===== src/rtl/i2c_write_queue.sv =====
// i2c_write_queue
// Write-command queue and issue sequencer that sits in front of a
// single-byte I2C master. System logic pushes {slave address, data byte}
// entries into a circular FIFO. The sequencer issues one entry at a time
// through the master's start/busy handshake, then waits out a bus-idle gap
// before it issues the next entry. Failed transactions are counted.
//
// Ports
//   i_clk, i_rst               clock; asynchronous active-high reset
//   i_push, i_push_addr,
//   i_push_byte                enqueue one {addr, byte} entry
//   i_flush                    drop every queued entry (in-flight one unaffected)
//   o_full, o_empty, o_level   FIFO status
//   o_overflow                 sticky flag: a push arrived while full
//   o_slave_addr, o_wr_byte,
//   o_wr_start                 command to the master (start is a 1-cycle pulse)
//   i_busy, i_error            status from the master
//   o_done                     1-cycle pulse per finished transaction
//   o_err_count                saturating count of failed transactions
//   o_idle                     sequencer idle and queue empty
module i2c_write_queue #(
    parameter int DEPTH          = 16,
    parameter int GAP_CYCLES     = 100,
    parameter int ACCEPT_TIMEOUT = 8
) (
    input  logic                       i_clk,
    input  logic                       i_rst,
    input  logic                       i_push,
    input  logic [6:0]                 i_push_addr,
    input  logic [7:0]                 i_push_byte,
    input  logic                       i_flush,
    output logic                       o_full,
    output logic                       o_empty,
    output logic [$clog2(DEPTH):0]     o_level,
    output logic                       o_overflow,
    output logic [6:0]                 o_slave_addr,
    output logic [7:0]                 o_wr_byte,
    output logic                       o_wr_start,
    input  logic                       i_busy,
    input  logic                       i_error,
    output logic                       o_done,
    output logic [7:0]                 o_err_count,
    output logic                       o_idle
);

    localparam int AW   = $clog2(DEPTH);
    localparam int PW   = AW + 1;
    localparam int CMAX = (GAP_CYCLES > ACCEPT_TIMEOUT) ? GAP_CYCLES : ACCEPT_TIMEOUT;
    // One counter serves both the accept timeout and the idle gap.
    localparam int CW   = $clog2(CMAX + 2);

    typedef enum logic [2:0] {
        ST_IDLE        = 3'd0,
        ST_ISSUE       = 3'd1,
        ST_WAIT_ACCEPT = 3'd2,
        ST_WAIT_DONE   = 3'd3,
        ST_GAP         = 3'd4
    } state_t;

    logic [14:0]   mem_q [DEPTH];
    logic [PW-1:0] wr_ptr_q, wr_ptr_d;
    logic [PW-1:0] rd_ptr_q, rd_ptr_d;
    logic          overflow_q, overflow_d;
    state_t        state_q, state_d;
    logic [CW-1:0] cnt_q, cnt_d;
    logic          err_flag_q, err_flag_d;
    logic [7:0]    err_cnt_q, err_cnt_d;
    logic          done_q, done_d;
    logic [6:0]    addr_q, addr_d;
    logic [7:0]    byte_q, byte_d;

    logic          empty_s, full_s, push_ok_s, pop_s, fail_s;
    logic [14:0]   head_s;

    // The extra pointer MSB tells a full ring apart from an empty one.
    assign empty_s   = (wr_ptr_q == rd_ptr_q);
    assign full_s    = (wr_ptr_q[AW] != rd_ptr_q[AW]) &&
                       (wr_ptr_q[AW-1:0] == rd_ptr_q[AW-1:0]);
    // Flush wins over a simultaneous push, and a push into a full queue is
    // dropped even if a pop frees a slot in the same cycle.
    assign push_ok_s = i_push && !full_s && !i_flush;
    assign pop_s     = (state_q == ST_IDLE) && !empty_s && !i_busy;
    assign head_s    = mem_q[rd_ptr_q[AW-1:0]];

    // FIFO pointer and overflow next-state
    always_comb begin
        wr_ptr_d   = wr_ptr_q;
        rd_ptr_d   = rd_ptr_q;
        overflow_d = overflow_q;
        if (push_ok_s) begin
            wr_ptr_d = wr_ptr_q + PW'(1);
        end else begin
            wr_ptr_d = wr_ptr_q;
        end
        if (i_flush) begin
            rd_ptr_d = wr_ptr_q;
        end else if (pop_s) begin
            rd_ptr_d = rd_ptr_q + PW'(1);
        end else begin
            rd_ptr_d = rd_ptr_q;
        end
        if (i_push && full_s && !i_flush) begin
            overflow_d = 1'b1;
        end else begin
            overflow_d = overflow_q;
        end
    end

    // Sequencer next-state, counters and command outputs
    always_comb begin
        state_d    = state_q;
        cnt_d      = cnt_q;
        err_flag_d = err_flag_q;
        err_cnt_d  = err_cnt_q;
        done_d     = 1'b0;
        addr_d     = addr_q;
        byte_d     = byte_q;
        fail_s     = 1'b0;
        case (state_q)
            ST_IDLE: begin
                if (pop_s) begin
                    addr_d  = head_s[14:8];
                    byte_d  = head_s[7:0];
                    state_d = ST_ISSUE;
                end else begin
                    state_d = ST_IDLE;
                end
            end
            ST_ISSUE: begin
                cnt_d      = '0;
                err_flag_d = 1'b0;
                state_d    = ST_WAIT_ACCEPT;
            end
            ST_WAIT_ACCEPT: begin
                if (i_busy) begin
                    state_d = ST_WAIT_DONE;
                end else if (cnt_q == CW'(ACCEPT_TIMEOUT - 1)) begin
                    // Master never accepted the start: count it as a failure.
                    fail_s  = 1'b1;
                    done_d  = 1'b1;
                    cnt_d   = '0;
                    state_d = ST_GAP;
                end else begin
                    cnt_d = cnt_q + CW'(1);
                end
            end
            ST_WAIT_DONE: begin
                if (i_busy) begin
                    err_flag_d = err_flag_q | i_error;
                end else begin
                    fail_s  = err_flag_q | i_error;
                    done_d  = 1'b1;
                    cnt_d   = '0;
                    state_d = ST_GAP;
                end
            end
            ST_GAP: begin
                // GAP lasts GAP_CYCLES+1 cycles, so the next start rises
                // GAP_CYCLES+2 cycles after done.
                if (cnt_q == CW'(GAP_CYCLES)) begin
                    state_d = ST_IDLE;
                end else begin
                    cnt_d = cnt_q + CW'(1);
                end
            end
            default: begin
                state_d = ST_IDLE;
            end
        endcase
        if (fail_s && (err_cnt_q != 8'hFF)) begin
            err_cnt_d = err_cnt_q + 8'd1;
        end else begin
            err_cnt_d = err_cnt_q;
        end
    end

    // FIFO storage; contents need no reset because the pointers gate access
    always_ff @(posedge i_clk) begin
        if (push_ok_s) begin
            mem_q[wr_ptr_q[AW-1:0]] <= {i_push_addr, i_push_byte};
        end
    end

    // State registers with asynchronous reset
    always_ff @(posedge i_clk or posedge i_rst) begin
        if (i_rst) begin
            wr_ptr_q   <= '0;
            rd_ptr_q   <= '0;
            overflow_q <= 1'b0;
            state_q    <= ST_IDLE;
            cnt_q      <= '0;
            err_flag_q <= 1'b0;
            err_cnt_q  <= 8'd0;
            done_q     <= 1'b0;
            addr_q     <= 7'd0;
            byte_q     <= 8'd0;
        end else begin
            wr_ptr_q   <= wr_ptr_d;
            rd_ptr_q   <= rd_ptr_d;
            overflow_q <= overflow_d;
            state_q    <= state_d;
            cnt_q      <= cnt_d;
            err_flag_q <= err_flag_d;
            err_cnt_q  <= err_cnt_d;
            done_q     <= done_d;
            addr_q     <= addr_d;
            byte_q     <= byte_d;
        end
    end

    assign o_empty      = empty_s;
    assign o_full       = full_s;
    assign o_level      = wr_ptr_q - rd_ptr_q;
    assign o_overflow   = overflow_q;
    assign o_slave_addr = addr_q;
    assign o_wr_byte    = byte_q;
    // Decoded from the state register, so it drops as soon as reset asserts.
    assign o_wr_start   = (state_q == ST_ISSUE);
    assign o_done       = done_q;
    assign o_err_count  = err_cnt_q;
    assign o_idle       = (state_q == ST_IDLE) && empty_s;

endmodule


===== config.mk =====
export PLATFORM = sky130hd
export DESIGN_NAME = i2c_write_queue
export DESIGN_NICKNAME = d
export VERILOG_FILES = /design/src/rtl/i2c_write_queue.sv
export SDC_FILE = /design/constraint.sdc
export NUM_CORES = 1
export LEC_CHECK = 0
export BUFFER_PORTS_ARGS = -buffer_cell sky130_fd_sc_hd__buf_4
export CAP_MARGIN = 5
export CORE_ASPECT_RATIO = 1.25
export CORE_MARGIN = 2
export CORE_UTILIZATION = 25
export CTS_CLUSTER_DIAMETER = 50
export DETAILED_ROUTE_END_ITERATION = 10
export PLACE_DENSITY = 0.36
export SETUP_SLACK_MARGIN = 0.2
export SYNTH_ARGS = -nofsm -noshare
export SYNTH_HDL_FRONTEND = slang
export SYNTH_SLANG_ARGS = --single-unit

===== constraint.sdc =====
create_clock -name i_clk -period 7.48 [get_ports i_clk]
set_clock_uncertainty 0.15 [all_clocks]
set_input_delay 1.122 -clock i_clk [delete_from_list [all_inputs] [get_ports i_clk]]
set_output_delay 1.122 -clock i_clk [all_outputs]
set_load 0.05 [all_outputs]

==> out/metrics.cfg, run 1 <==
[drt]
dr_wl_met3_um = 1250
routed_wl_um = 29600
drtAntennaViolNets = 0
wl_per_cell_um = 22.0
wl_met1_um = 13200
vias_per_cell = 4.56
drcViolationCount = 0
dr.max_layer_used = met4
dr.pass1.iters = 6
num_vias = 6145
drtIter0Drc = 292
wl_met2_um = 14500

[critical_path]
crit_required_ns = 6.21
slowest_stage = buf_4
cp-end-kind = output port
cp_cell_sequence = buf_4, inv_2, ha_1, nand4_1, nor2_1, nor4b_1, buf_4
arrival_ns = 3.06
cpPeakStageDelay_ns = 0.51
path_common_cell = buf_4
criticalPathCategory = flip-flop to output port
start_kind = flip-flop
crit_fanout = 40

[synth]
synthArstFlopShare = 0.161
syn-num-nets = 701
synth_area_leaders = edfxtp_1 (62%), dfrtp_1 (9.9%), mux4_2 (8.9%)
syn_area_per_cell_um2 = 17.5
yosysTopAreaCellShare = 0.618
yosysUniqueCellTypes = 58
synth_area_um2 = 11700
synth-warning-count = 0
synth_edf_count = 240
yosys_most_used_dff = edfxtp_1
syn_inst = 667
synth_top_area_cell = edfxtp_1
ys_seq_elements = 286
yosysSeqAreaShare = 0.717

[global_route]
grt_max_degree = 47
grt_pass1_wl_um = 44100
antenna_found_initial = 0
grt_pass1_vias = 6613
grt_use_total = 0.125
grt_overflow_total = 0

[floorplan]
core_area_um2 = 46100
rows = 88
chipWidth_um = 197
die_h_um = 245
initial_core_util = 0.253
dieArea_um2 = 48400
ios = 55

[place]
io_buffers = 54
place.gp.congestion = 0.726
post-dp-hpwl_um = 18800
dpl_worst_slack_ns = 3.49
dpl_cell_area_um2 = 12700
dp_cells = 1282

[timing]
fin_crit_ns = 4.33
holdWs_ns = 0.328
setup_tns_ns = 0
rsz0062_at_grt = false
setup_ws_ns = 3.15
slew_headroom = 0.188
period_share = 0.579
slew_violations = 0
hold_viol = 0
worst_pin_slew_ns = 1.22
max_freq_mhz = 231
setup_violations = 0

[finish]
design_area_um2 = 13900
final_core_util = 0.301
multiInputGateArea_um2 = 3100
syn_to_final_growth_pct = 19.0
diodes = 0
fin_nets = 769
layout_common_cells = edfxtp_1 (240), buf_4 (64), mux4_2 (46)
drive_gt1_frac = 0.264
layout_commonest_cell = edfxtp_1
finalNonFillerCells = 1347
nFillCells = 4503
regArea_um2 = 8360

[power_and_ir_drop]
p_total_mw = 5.58
power.density_nw_per_um2 = 402
leakagePower_nw = 4.77
peakVddDrop_v = 0.000169

[clock_network]
cts.clk_slew.worst_paths_ns = 0.06
post-cts-setup-buffers = 0
clk_path_buf_depth = 3
postCtsHoldBufs = 0
cts_resized = 0
cts_tree = done
clock_latency_ns = 0.53
cts_root_buffer = clkbuf_16
htree_levels = 2
clock-sinks = 286
cts_buffers = 36

[status]
status = finished clean

[flow_run]
cap_violations = 0

[min_path]
hp-class = flip-flop to flip-flop

-- synthesized netlist by cell type (all sizes together) (4+ instances only) --
cell,count
nand2,44
nor4bb,7
nand3,23
mux4,46
mux2i,35
o211ai,4
a21o,5
xnor2,9
a22o,6
nand2b,5
nor2,19
nor4,4
edfxtp,240
a21oi,14
nor3,7
o21ai,20
dfrtp,46
o22ai,17
or3b,4
xor2,11
nand4,4
ha,12
or3,4
buf,29
nor3b,6
inv,16
clkbuf,5
-- metal layers --
layer  up-vias  GRT usage
met5         -          0
li1       2777          -
met2       140      0.210
met1      3183      0.164
met3        45     0.0208
met4         0     0.0436
-- state kept, by name, indices dropped and copies added (netlist names) --
signal	count
mem_q	240
state_q	3
o_wr_byte	8
rd_ptr_q	5
wr_ptr_q	5
err_flag_q	1
o_slave_addr	7
o_err_count	8
cnt_q	7
o_done	1
o_overflow	1
-- kinds of logic after synthesis --
| group | share of synthesized area |
|---|---|
| and+or+nand+nor | 0.0665 |
| adders and majority gates | 0.0146 |
| muxes | 0.120 |
| xor gates and xnor gates | 0.0150 |
| DFF | 0.717 |
| AOI/OAI and AO/OA | 0.0449 |
| buffers and inverters | 0.0225 |
-- final cells by class --
class                   count  share of cell area
well taps                 585              0.0527
multi-input cells         331               0.223
inverters                  16             0.00433
clock inverters            19              0.0130
repair buffers             64              0.0346
clock buffers              46              0.0698
flip-flops and latches    286               0.602
-- critical path, delay by kind of cell, from the launching register on --
family	cells	cell delay (ns)
buffers and inverters	3	1.03
and+or+nand+nor	3	0.80
adders and majority gates	1	0.37
DFF	1	0.33
-- worst paths after layout --
path | start | endpoint | slack [ns] | cells after the start
worst max-delay path | rd_ptr_q[1]$_DFFE_PP0P_ | o_idle | 3.15 | 7
worst min-delay path | o_overflow$_DFFE_PP0P_ | o_overflow$_DFFE_PP0P_ | 0.33 | 1
worst max register to register | rd_ptr_q[1]$_DFFE_PP0P_ | mem_q[6][11]$_DFFE_PP_ | 3.65 | 7
worst min register to register | o_overflow$_DFFE_PP0P_ | o_overflow$_DFFE_PP0P_ | 0.33 | 1
max in group asynchronous | i_rst | rd_ptr_q[0]$_DFFE_PP0P_ | 5.97 | 3
min in group asynchronous | i_rst | cnt_q[5]$_DFFE_PP0P_ | 0.65 | 3
-- where the power goes --
part / switching [mW] / total, mW / internal [mW]
registers: 0.200 / 2.09 / 1.89
clock network: 0.684 / 1.68 / 1.00
logic: 1.13 / 1.81 / 0.672
Power figures use the tool's default switching activity.
==> run 2, diff against run 1 <==
==> constraint.sdc (replaced) <==
create_clock -name i_clk -period 4 [get_ports i_clk]
set_clock_uncertainty 0.15 [all_clocks]
set_input_delay 0.6 -clock i_clk [delete_from_list [all_inputs] [get_ports i_clk]]
set_output_delay 0.6 -clock i_clk [all_outputs]
set_load 0.05 [all_outputs]
==> out/metrics.cfg, run 2 (synthesis results as in run 1) <==
[status]
status = finished clean

[critical_path]
crit_required_ns = 3.25  ; -2.96 ns
worstRegToRegCells = 7  ; unchanged
worstReg2RegStart = rd_ptr_q[2]$_DFFE_PP0P_
criticalPathCategory = flip-flop to output port
r2r-end = mem_q[2][4]$_DFFE_PP_
cp-end-kind = output port
crit_start = rd_ptr_q[2]$_DFFE_PP0P_
critical_path.endpoint = o_idle
start_kind = flip-flop
r2r_setup_slack_ns = 0.96  ; -2.69 ns
arrival_ns = 2.73  ; -0.33 ns
crit_fanout = 17  ; -57%

[timing]
worst_pin_slew_ns = 0.802  ; -0.415 ns
setup_ws_ns = 0.523  ; -2.63 ns
rsz0062_at_grt = false
setup_violations = 0  ; unchanged
setup_tns_ns = 0  ; unchanged
max_freq_mhz = 288
period_share = 0.869
slew_headroom = 0.465  ; +0.277
hold_viol = 0  ; unchanged
fin_crit_ns = 3.48
slew_violations = 0  ; unchanged

[finish]
drive_gt1_frac = 0.271  ; +0.00719
largest_reg_flops = 240  ; unchanged
fin_nets = 783  ; +1.8%
syn_to_final_growth_pct = 19.5
layout_commonest_cell = edfxtp_1
nFillCells = 4517  ; +0.31%
finalNonFillerCells = 1361  ; +1.0%
layout_common_cells = edfxtp_1 (240), buf_4 (79), mux4_2 (46)
design_area_um2 = 13900  ; +0.42%

[clock_network]
htree_levels = 2  ; unchanged
cts_root_buffer = clkbuf_16
clock_latency_ns = 0.52  ; about the same
clk_path_buf_depth = 3  ; unchanged
clock-sinks = 286  ; unchanged
cts_buffers = 35  ; -2.8%
cts.clk_slew.worst_paths_ns = 0.06  ; about the same
cts_resized = 0  ; unchanged
postCtsHoldBufs = 0  ; unchanged
post-cts-setup-buffers = 0  ; unchanged
cts_tree = done

[floorplan]
initial_core_util = 0.253  ; unchanged
ios = 55  ; unchanged
core_area_um2 = 46100  ; unchanged
die_h_um = 245  ; unchanged
chipWidth_um = 197  ; unchanged
rows = 88  ; unchanged
dieArea_um2 = 48400  ; unchanged

[place]
dp_cells = 1297  ; +1.2%
dpl_cell_area_um2 = 12900  ; +1.0%
dpl_worst_slack_ns = 0.939  ; -2.55 ns
place.gp.congestion = 0.757  ; +4.3%
io_buffers = 54  ; unchanged
post-dp-hpwl_um = 19700  ; +4.8%

[drt]
dr.pass1.iters = 6  ; unchanged
routed_wl_um = 30300  ; +2.3%
drtIter0Drc = 317  ; +8.6%
drcViolationCount = 0  ; unchanged
num_vias = 6186  ; +0.67%
vias_per_cell = 4.55  ; -0.37%
drtAntennaViolNets = 0  ; unchanged
wl_per_cell_um = 22.3  ; +1.2%

[global_route]
grt_max_degree = 43  ; -8.5%
grt_overflow_total = 0  ; unchanged
antenna_found_initial = 0  ; unchanged
grt_use_total = 0.128  ; +0.00256
grt_pass1_wl_um = 45200  ; +2.5%
grt_pass1_vias = 6758  ; +2.2%

[min_path]
hp-class = input pin to asynchronous set/reset pin

[flow_run]
cap_violations = 0  ; unchanged

[power_and_ir_drop]
peakVddDrop_v = 0.000272  ; +61%
power.density_nw_per_um2 = 742  ; +85%
leakagePower_nw = 4.81  ; +1.0%

-- run 2: cell types whose count changed in the layout (fill, tap and decap cells not counted), sizes merged --
cell,delta
bufinv,-1
clkinv,+8
inv,-6
clkinvlp,-2
clkbuf,-1
diode,+1
buf,+15
-- run 2: worst max-delay path, cell delays in order (launching register included) --
cell,delay [ns]
dfrtp_2,0.72
inv_2,0.10
ha_1,0.37
nand4_1,0.27
nor2_2,0.29
nor4b_4,0.23
buf_4,0.24
-- run 2: worst min path at each step --
stage	startpoint	endpoint	depth (start not counted)
final	i_rst	cnt_q[6]$_DFFE_PP0P_	2
after global routing	i_rst	cnt_q[6]$_DFFE_PP0P_	2
after CTS	i_rst	cnt_q[6]$_DFFE_PP0P_	2
after detailed placement	o_err_count[6]$_DFFE_PP0P_	o_err_count[6]$_DFFE_PP0P_	1
after global placement	o_err_count[7]$_DFFE_PP0P_	o_err_count[7]$_DFFE_PP0P_	1
after floorplan	err_flag_q$_DFFE_PP0P_	err_flag_q$_DFFE_PP0P_	2
-- run 2: layout make-up --
class	instances	area (um2)	area share
Inverter	16	60.1	0.00431
Sequential cell	286	8360	0.600
Timing Repair Buffer	79	593	0.0425
Clock buffer	45	956	0.0686
Clock inverter	18	120	0.00861
Antenna cell	1	2.50	0.000179
Tap cell	585	732	0.0525
Multi-Input combinational cell	331	3120	0.223
-- run 2: per-layer routing --
| metal | GRT usage | up-vias | share of wire |
|---|---|---|---|
| met5 | 0 | - | 0 |
| met4 | 0.0387 | 0 | 0.022 |
| met3 | 0.0232 | 42 | 0.040 |
| met2 | 0.216 | 121 | 0.49 |
| met1 | 0.167 | 3230 | 0.45 |
| li1 | - | 2793 | - |
-- run 2: report_power, final --
group	internal, mW	leakage [nW]	switching, mW
clock network	1.76	0.527	1.21
logic	1.28	1.54	2.24
registers	3.54	2.75	0.324
total	6.57	4.81	3.77
-- run 2: stage by stage --
stage          utilization  hold slack [ns]  total power [mW]
5_1_grt              0.302           0.0413              10.9
6_report             0.302           0.0117              10.3
3_5_place_dp         0.279            0.347              7.53
4_1_cts              0.302           0.0136              10.6
2_1_floorplan            -            0.311              6.36
3_3_place_gp         0.279            0.333              7.50
